**src/rtl/fir_seq_ctrl.sv**
```systemverilog
// fir_seq_ctrl: sequences one FIR job. It loads the taps, length and start
// over AXI-Lite, then bridges the source/sink streams to the FIR AXI-Stream
// ports while counting beats and checking tlast. Finally it polls ap_done and
// pulses done.
module fir_seq_ctrl #(
   parameter int pADDR_WIDTH = 12,
   parameter int pDATA_WIDTH = 32,
   parameter int Tape_Num    = 11
) (
   input  logic                   axis_clk,
   input  logic                   axis_rst_n,
   // job control
   input  logic                   start,
   input  logic [31:0]            cfg_len,
   input  logic [3:0]             cfg_ntap,
   output logic                   busy,
   output logic                   done,
   output logic                   err,
   // coefficient source
   output logic [3:0]             coef_idx,
   input  logic [31:0]            coef_data,
   // sample source
   input  logic                   src_valid,
   input  logic [31:0]            src_data,
   output logic                   src_ready,
   // result sink
   output logic                   dst_valid,
   output logic [31:0]            dst_data,
   input  logic                   dst_ready,
   // AXI-Lite master
   output logic                   awvalid,
   output logic [pADDR_WIDTH-1:0] awaddr,
   input  logic                   awready,
   output logic                   wvalid,
   output logic [pDATA_WIDTH-1:0] wdata,
   input  logic                   wready,
   output logic                   arvalid,
   output logic [pADDR_WIDTH-1:0] araddr,
   input  logic                   arready,
   input  logic                   rvalid,
   input  logic [pDATA_WIDTH-1:0] rdata,
   output logic                   rready,
   // AXI-Stream to FIR
   output logic                   ss_tvalid,
   output logic [pDATA_WIDTH-1:0] ss_tdata,
   output logic                   ss_tlast,
   input  logic                   ss_tready,
   // AXI-Stream from FIR
   input  logic                   sm_tvalid,
   input  logic [pDATA_WIDTH-1:0] sm_tdata,
   input  logic                   sm_tlast,
   output logic                   sm_tready
);

   typedef enum logic [2:0] {
      IDLE     = 3'd0,
      WR_TAP   = 3'd1,
      WR_LEN   = 3'd2,
      WR_START = 3'd3,
      STREAM   = 3'd4,
      POLL     = 3'd5,
      FIN      = 3'd6
   } state_t;

   localparam logic [3:0]             NTAP_MAX  = 4'(Tape_Num);
   localparam logic [pADDR_WIDTH-1:0] CTRL_ADDR = pADDR_WIDTH'(32'h00);
   localparam logic [pADDR_WIDTH-1:0] LEN_ADDR  = pADDR_WIDTH'(32'h10);
   localparam logic [pADDR_WIDTH-1:0] TAP_BASE  = pADDR_WIDTH'(32'h40);

   state_t                   state_q;
   logic [31:0]              len_q;
   logic [3:0]               ntap_q;
   logic [3:0]               coef_idx_q;
   logic [31:0]              in_cnt_q;
   logic [31:0]              out_cnt_q;
   logic                     busy_q;
   logic                     done_q;
   logic                     err_q;
   logic                     awvalid_q;
   logic [pADDR_WIDTH-1:0]   awaddr_q;
   logic                     wvalid_q;
   logic [pDATA_WIDTH-1:0]   wdata_q;
   logic                     wr_act_q;
   logic                     arvalid_q;
   logic                     rready_q;
   logic                     rd_act_q;

   logic                     stream_s;
   logic                     in_open_s;
   logic [31:0]              len_m1_s;
   logic                     ss_hs_s;
   logic                     sm_hs_s;
   logic                     wr_fin_s;
   logic                     last_out_s;
   logic [3:0]               ntap_cfg_s;
   logic [pADDR_WIDTH-1:0]   wr_addr_s;
   logic [pDATA_WIDTH-1:0]   wr_data_s;
   logic                     rdata_unused_s;

   // Only ap_done is inspected; the remaining status bits are don't-care.
   assign rdata_unused_s = ^rdata;

   assign stream_s   = (state_q == STREAM);
   assign in_open_s  = stream_s && (in_cnt_q < len_q);
   assign len_m1_s   = len_q - 32'd1;
   assign last_out_s = (out_cnt_q == len_m1_s);

   // Stream bridges are combinational so a beat passes in the cycle it is offered.
   assign ss_tvalid = in_open_s & src_valid;
   assign ss_tdata  = in_open_s ? src_data : '0;
   assign ss_tlast  = in_open_s && (in_cnt_q == len_m1_s);
   assign src_ready = in_open_s & ss_tready;
   assign dst_valid = stream_s & sm_tvalid;
   assign dst_data  = stream_s ? sm_tdata : '0;
   assign sm_tready = stream_s & dst_ready;

   assign ss_hs_s = ss_tvalid & ss_tready;
   assign sm_hs_s = sm_tvalid & sm_tready;

   // A write is finished once each channel has either already been accepted
   // or is being accepted on this edge, regardless of which came first.
   assign wr_fin_s = wr_act_q && (!awvalid_q || awready) && (!wvalid_q || wready);

   assign busy     = busy_q;
   assign done     = done_q;
   assign err      = err_q;
   assign coef_idx = coef_idx_q;
   assign awvalid  = awvalid_q;
   assign awaddr   = awaddr_q;
   assign wvalid   = wvalid_q;
   assign wdata    = wdata_q;
   assign arvalid  = arvalid_q;
   assign araddr   = CTRL_ADDR;
   assign rready   = rready_q;

   // Clamp an out-of-range tap count to the full filter length.
   always_comb begin
      ntap_cfg_s = NTAP_MAX;
      if ((cfg_ntap == 4'd0) || (cfg_ntap > NTAP_MAX)) begin
         ntap_cfg_s = NTAP_MAX;
      end else begin
         ntap_cfg_s = cfg_ntap;
      end
   end

   // Select address/data for the write owned by the current state.
   always_comb begin
      wr_addr_s = '0;
      wr_data_s = '0;
      case (state_q)
         WR_TAP: begin
            wr_addr_s = TAP_BASE + pADDR_WIDTH'({coef_idx_q, 2'b00});
            wr_data_s = pDATA_WIDTH'(coef_data);
         end
         WR_LEN: begin
            wr_addr_s = LEN_ADDR;
            wr_data_s = pDATA_WIDTH'(len_q);
         end
         WR_START: begin
            wr_addr_s = CTRL_ADDR;
            wr_data_s = pDATA_WIDTH'(32'd1);
         end
         default: begin
            wr_addr_s = '0;
            wr_data_s = '0;
         end
      endcase
   end

   // Job sequencer: state, counters and all registered outputs.
   always_ff @(posedge axis_clk or negedge axis_rst_n) begin
      if (!axis_rst_n) begin
         state_q    <= IDLE;
         len_q      <= 32'd0;
         ntap_q     <= 4'd0;
         coef_idx_q <= 4'd0;
         in_cnt_q   <= 32'd0;
         out_cnt_q  <= 32'd0;
         busy_q     <= 1'b0;
         done_q     <= 1'b0;
         err_q      <= 1'b0;
         awvalid_q  <= 1'b0;
         awaddr_q   <= '0;
         wvalid_q   <= 1'b0;
         wdata_q    <= '0;
         wr_act_q   <= 1'b0;
         arvalid_q  <= 1'b0;
         rready_q   <= 1'b0;
         rd_act_q   <= 1'b0;
      end else begin
         done_q <= 1'b0;
         case (state_q)
            IDLE: begin
               if (start) begin
                  len_q      <= cfg_len;
                  ntap_q     <= ntap_cfg_s;
                  coef_idx_q <= 4'd0;
                  busy_q     <= 1'b1;
                  err_q      <= 1'b0;
                  state_q    <= (cfg_len == 32'd0) ? FIN : WR_TAP;
               end
            end
            WR_TAP, WR_LEN, WR_START: begin
               if (!wr_act_q) begin
                  awvalid_q <= 1'b1;
                  wvalid_q  <= 1'b1;
                  awaddr_q  <= wr_addr_s;
                  wdata_q   <= wr_data_s;
                  wr_act_q  <= 1'b1;
               end else begin
                  if (awready) begin
                     awvalid_q <= 1'b0;
                  end
                  if (wready) begin
                     wvalid_q <= 1'b0;
                  end
                  if (wr_fin_s) begin
                     wr_act_q <= 1'b0;
                     awaddr_q <= '0;
                     wdata_q  <= '0;
                     case (state_q)
                        WR_TAP: begin
                           if (coef_idx_q == (ntap_q - 4'd1)) begin
                              coef_idx_q <= 4'd0;
                              state_q    <= WR_LEN;
                           end else begin
                              coef_idx_q <= coef_idx_q + 4'd1;
                           end
                        end
                        WR_LEN: begin
                           state_q <= WR_START;
                        end
                        default: begin
                           in_cnt_q  <= 32'd0;
                           out_cnt_q <= 32'd0;
                           state_q   <= STREAM;
                        end
                     endcase
                  end
               end
            end
            STREAM: begin
               if (ss_hs_s) begin
                  in_cnt_q <= in_cnt_q + 32'd1;
               end
               if (sm_hs_s) begin
                  out_cnt_q <= out_cnt_q + 32'd1;
                  if (sm_tlast != last_out_s) begin
                     err_q <= 1'b1;
                  end
                  if (last_out_s) begin
                     state_q <= POLL;
                  end
               end
            end
            POLL: begin
               if (!rd_act_q) begin
                  arvalid_q <= 1'b1;
                  rd_act_q  <= 1'b1;
               end else begin
                  if (arvalid_q && arready) begin
                     arvalid_q <= 1'b0;
                     rready_q  <= 1'b1;
                  end
                  if (rready_q && rvalid) begin
                     rready_q <= 1'b0;
                     rd_act_q <= 1'b0;
                     if (rdata[1]) begin
                        state_q <= FIN;
                     end
                  end
               end
            end
            FIN: begin
               done_q  <= 1'b1;
               busy_q  <= 1'b0;
               state_q <= IDLE;
            end
            default: begin
               state_q <= IDLE;
            end
         endcase
      end
   end

endmodule

```
**config.mk**
```make
export PLATFORM = sky130hd
export DESIGN_NAME = fir_seq_ctrl
export DESIGN_NICKNAME = d
export VERILOG_FILES = /design/src/rtl/fir_seq_ctrl.sv
export SDC_FILE = /design/constraint.sdc
export NUM_CORES = 1
export LEC_CHECK = 0
export BUFFER_PORTS_ARGS = -buffer_cell sky130_fd_sc_hd__buf_2
export CORE_MARGIN = 2
export CORE_UTILIZATION = 30
export DETAILED_ROUTE_END_ITERATION = 12
export GPL_ROUTABILITY_DRIVEN = 0
export PLACE_DENSITY = 0.49
export SETUP_SLACK_MARGIN = 0.02
export SLEW_MARGIN = 25
export SYNTH_ARGS = -nofsm -noshare
export SYNTH_HDL_FRONTEND = slang
export SYNTH_SLANG_ARGS = --single-unit
```
**constraint.sdc**
```tcl
create_clock -name axis_clk -period 5.22 [get_ports axis_clk]
set_input_delay 0.522 -clock axis_clk [delete_from_list [all_inputs] [get_ports axis_clk]]
set_output_delay 0.522 -clock axis_clk [all_outputs]
set_load 0.005 [all_outputs]
```
==> impl_metrics.csv <==
group,metric,value,unit
clocking,clock_latency,0.44,ns
clocking,cts_tree,"yes",
clocking,postCtsHoldBufs,0,
setup_path,critPathKind,"reg2out",
power,pwr-share-comb,0.151,
synth,postSynthCellCount,1235,
flow_run,maxCapViolCount,0,
floorplanning,die_h,190,um
sta,finalSetupViolCount,0,
floorplanning,dieArea,36300,um2
min_path,holdCritPathClass,"in2async",
setup_path,cp_max_fo,10,
placement,dp_hpwl,27500,um
synth,async_reset_ff_frac,1.00,
power,p_seq_frac,0.442,
setup_path,regToRegSetupSlack,0.99,ns
floorplanning,row_count,68,
synth,synth_warnings,0,
synth,ys.flop_type,"dfrtp_1",
power,vdd_drop_max,173,uV
routing,drtPass1Iterations,5,
synth,ys_ff_latch,153,
synth,yosysMostFrequentCell,"dfrtp_1",
synth,synthTopCellsByCount,"dfrtp_1, nand2_1, o21ai_0",
floorplanning,io_pins,312,
sta,tns,0,ns
clocking,clock_sinks,153,
routing,num_vias,9989,
routing,drtIter0Drc,538,
setup_path,cpMaxStageDelayCell,"nor2b_1",
sta,max_slew_margin,0.364,
synth,synth_edf_count,0,
clocking,clockBufferDepth,2,
synth,synth_top_area_frac,0.367,
synth,syn_area,10400,um2
setup_path,worst_setup_path_end_kind,"output port",
synth,avgSynthCellArea,8.45,um2
synth,synth_area_leaders,"dfrtp_1, xnor2_1, o21ai_0",
clocking,cts_buffers,17,
sta,timing.final.hold_violations,0,
clocking,cts-root-buf,"clkbuf_16",
power,swShare,0.304,
synth,synth_area_leader_cell,"dfrtp_1",
outcome,status,"completed",
sta,rsz0062_at_grt,"no",
setup_path,path_cells,"inv_1 > ha_1 > nor2b_1 > a31oi_1 > or4_1 > a21oi_1 > nor4b_1 > nand4_1 > nor4_1 > and4_1 > buf_2",
floorplanning,start_util,0.303,
power,p_per_area,240,nW/um2
setup_path,cp-start-kind,"register",
final_layout,synthToLayoutAreaGrowth,22.2,%
sta,fin_crit,4.74,ns
power,p_int,2.13,mW
grt,grt_pass1_wl,55500,um
sta,min_period_over_period,0.908,
sta,skew,0.0127,ns
final_layout,fin_cells,1941,
clocking,postCtsSetupBuffers,0,
floorplanning,die_w,190,um
setup_path,reg2regPathDepth,9,
placement,dp.cells,1904,
setup_path,reg2reg_to,"err",
grt,grt_overflow,0,
routing,route.antenna.remaining_nets,0,
final_layout,drive_gt1_frac,0.230,
routing,totalWireLength,35900,um
sta,final-max-slew-violation-count,0,
sta,fmax,211,MHz
floorplanning,core-area,34400,um2
grt,grt_pass1_vias,9692,
grt,grt_max_degree,71,
routing,drc_errors,0,
final_layout,fin_nets,1681,
power,power.clock.fraction,0.408,
placement,port_buffers,261,
clocking,htree_levels,4,
synth,ys_seq_area_frac,0.367,
power,power_leakage,5.77,nW
synth,ys_types,76,
grt,antenna_found_initial,7,
routing,wl_per_cell,18.5,um
setup_path,cp.arrival,4.22,ns
grt,gr-usage-all-layers,0.199,
routing,routed_via_density,5.15,
sta,worst_pin_slew,0.946,ns
setup_path,rr_startpoint,"len_q[5]",
setup_path,slowest_delay,0.66,ns
setup_path,required,4.70,ns
final_layout,num-fill-cells,3603,
power,power_switching,930,uW
clocking,cts_resized,0,
clocking,clk_pin_slew,0.07,ns
-- registers in the layout, summed over array words and instances (netlist names), 3 cells and up --
signal     flops
wdata         32
coef_idx       4
state_q        3
out_cnt_q     32
len_q         32
awaddr         5
ntap_q         4
in_cnt_q      32
-- how the worst max path moves through the flow --
stage                          from      endpoint  slack (ns)  depth (start not counted)
final                      len_q[0]      ss_tlast        0.48                         11
after global routing       len_q[1]      ss_tlast        0.32                         11
after CTS                  len_q[0]      ss_tlast        0.57                         11
after detailed placement  len_q[29]  in_cnt_q[31]        1.05                         12
after global placement     len_q[0]      ss_tlast        1.07                         11
after floorplan           len_q[25]      ss_tlast        2.05                         11
-- critical path, delay by kind of cell, from the launching register on --
family	cells	cell delay, ns
buf+inv	2	0.28
simple gates	6	2.45
fa+ha+maj	1	0.31
compound gates	2	0.29
flops	1	0.44
-- cell usage in the layout (no fill, tap or decap), types with 6 or more instances in the layout --
| cell type | count |
|---|---|
| mux2i_1 | 7 |
| buf_4 | 23 |
| nand3_1 | 44 |
| a31oi_1 | 6 |
| clkbuf_16 | 17 |
| and2_1 | 71 |
| a22oi_1 | 31 |
| nor4_1 | 24 |
| a211oi_1 | 6 |
| o31ai_1 | 10 |
| conb_1 | 19 |
| buf_2 | 260 |
| xnor2_1 | 76 |
| xor2_1 | 38 |
| or3_1 | 27 |
| nand2_1 | 118 |
| nor3_1 | 21 |
| nand4_1 | 34 |
| nand2b_1 | 6 |
| dfrtp_1 | 153 |
| a21o_1 | 17 |
| and3_1 | 10 |
| inv_6 | 7 |
| or4_1 | 11 |
| inv_1 | 64 |
| nor2_1 | 92 |
| ha_1 | 37 |
| o21ai_0 | 109 |
| a21oi_1 | 49 |
-- cell type report --
| cell class | count | area (um2) | share of cell area |
|---|---|---|---|
| multi-input cells | 947 | 6040 | 0.474 |
| inverters | 65 | 244 | 0.0191 |
| clock buffers | 18 | 439 | 0.0344 |
| flip-flops and latches | 153 | 3830 | 0.300 |
| clock inverters | 14 | 135 | 0.0106 |
| well taps | 455 | 569 | 0.0446 |
| repair buffers | 284 | 1490 | 0.116 |
| diodes | 5 | 12.5 | 0.000981 |
-- cells by family (layout without fill, tap and decap cells) --
kind of cell               Yosys count  count (layout)  synth area share
adders and majority gates           38              38            0.0453
DFF                                153             153             0.367
AOI/OAI and AO/OA                  274             274             0.164
other                                1              24          0.000359
buffers and inverters              153             381            0.0633
muxes                                8               8           0.00780
xor gates and xnor gates           116             116             0.100
and+or+nand+nor                    492             492             0.252
-- layer usage --
| metal | vias to the layer above | share of wire | global-route usage |
|---|---|---|---|
| met5 | - | 0.0013 | 0 |
| met1 | 4835 | 0.45 | 0.262 |
| met4 | 6 | 0.024 | 0.0674 |
| met3 | 50 | 0.059 | 0.0460 |
| met2 | 288 | 0.46 | 0.322 |
| li1 | 4810 | - | - |
-- metrics by stage --
step	hold slack, ns	total power, mW	cell area (um2)	util	setup slack [ns]
final	0.103	3.06	12800	0.371	0.478
after global routing	0.148	3.22	12700	0.371	0.323
after CTS	0.125	3.09	12700	0.371	0.573
after detailed placement	0.466	1.83	12200	0.354	1.05
after global placement	0.458	1.83	12200	0.354	1.07
after floorplan	0.226	1.62	10500	-	2.05
-- power groups by stage --
stage	Clock (mW)	Combinational (mW)	Sequential, mW
floorplan	0	0.305	1.32
global placement	0	0.454	1.37
detailed placement	0	0.462	1.37
CTS	1.28	0.466	1.35
global route	1.34	0.517	1.36
finish	1.25	0.462	1.35
No activity file was read; power rests on OpenSTA's default activity.
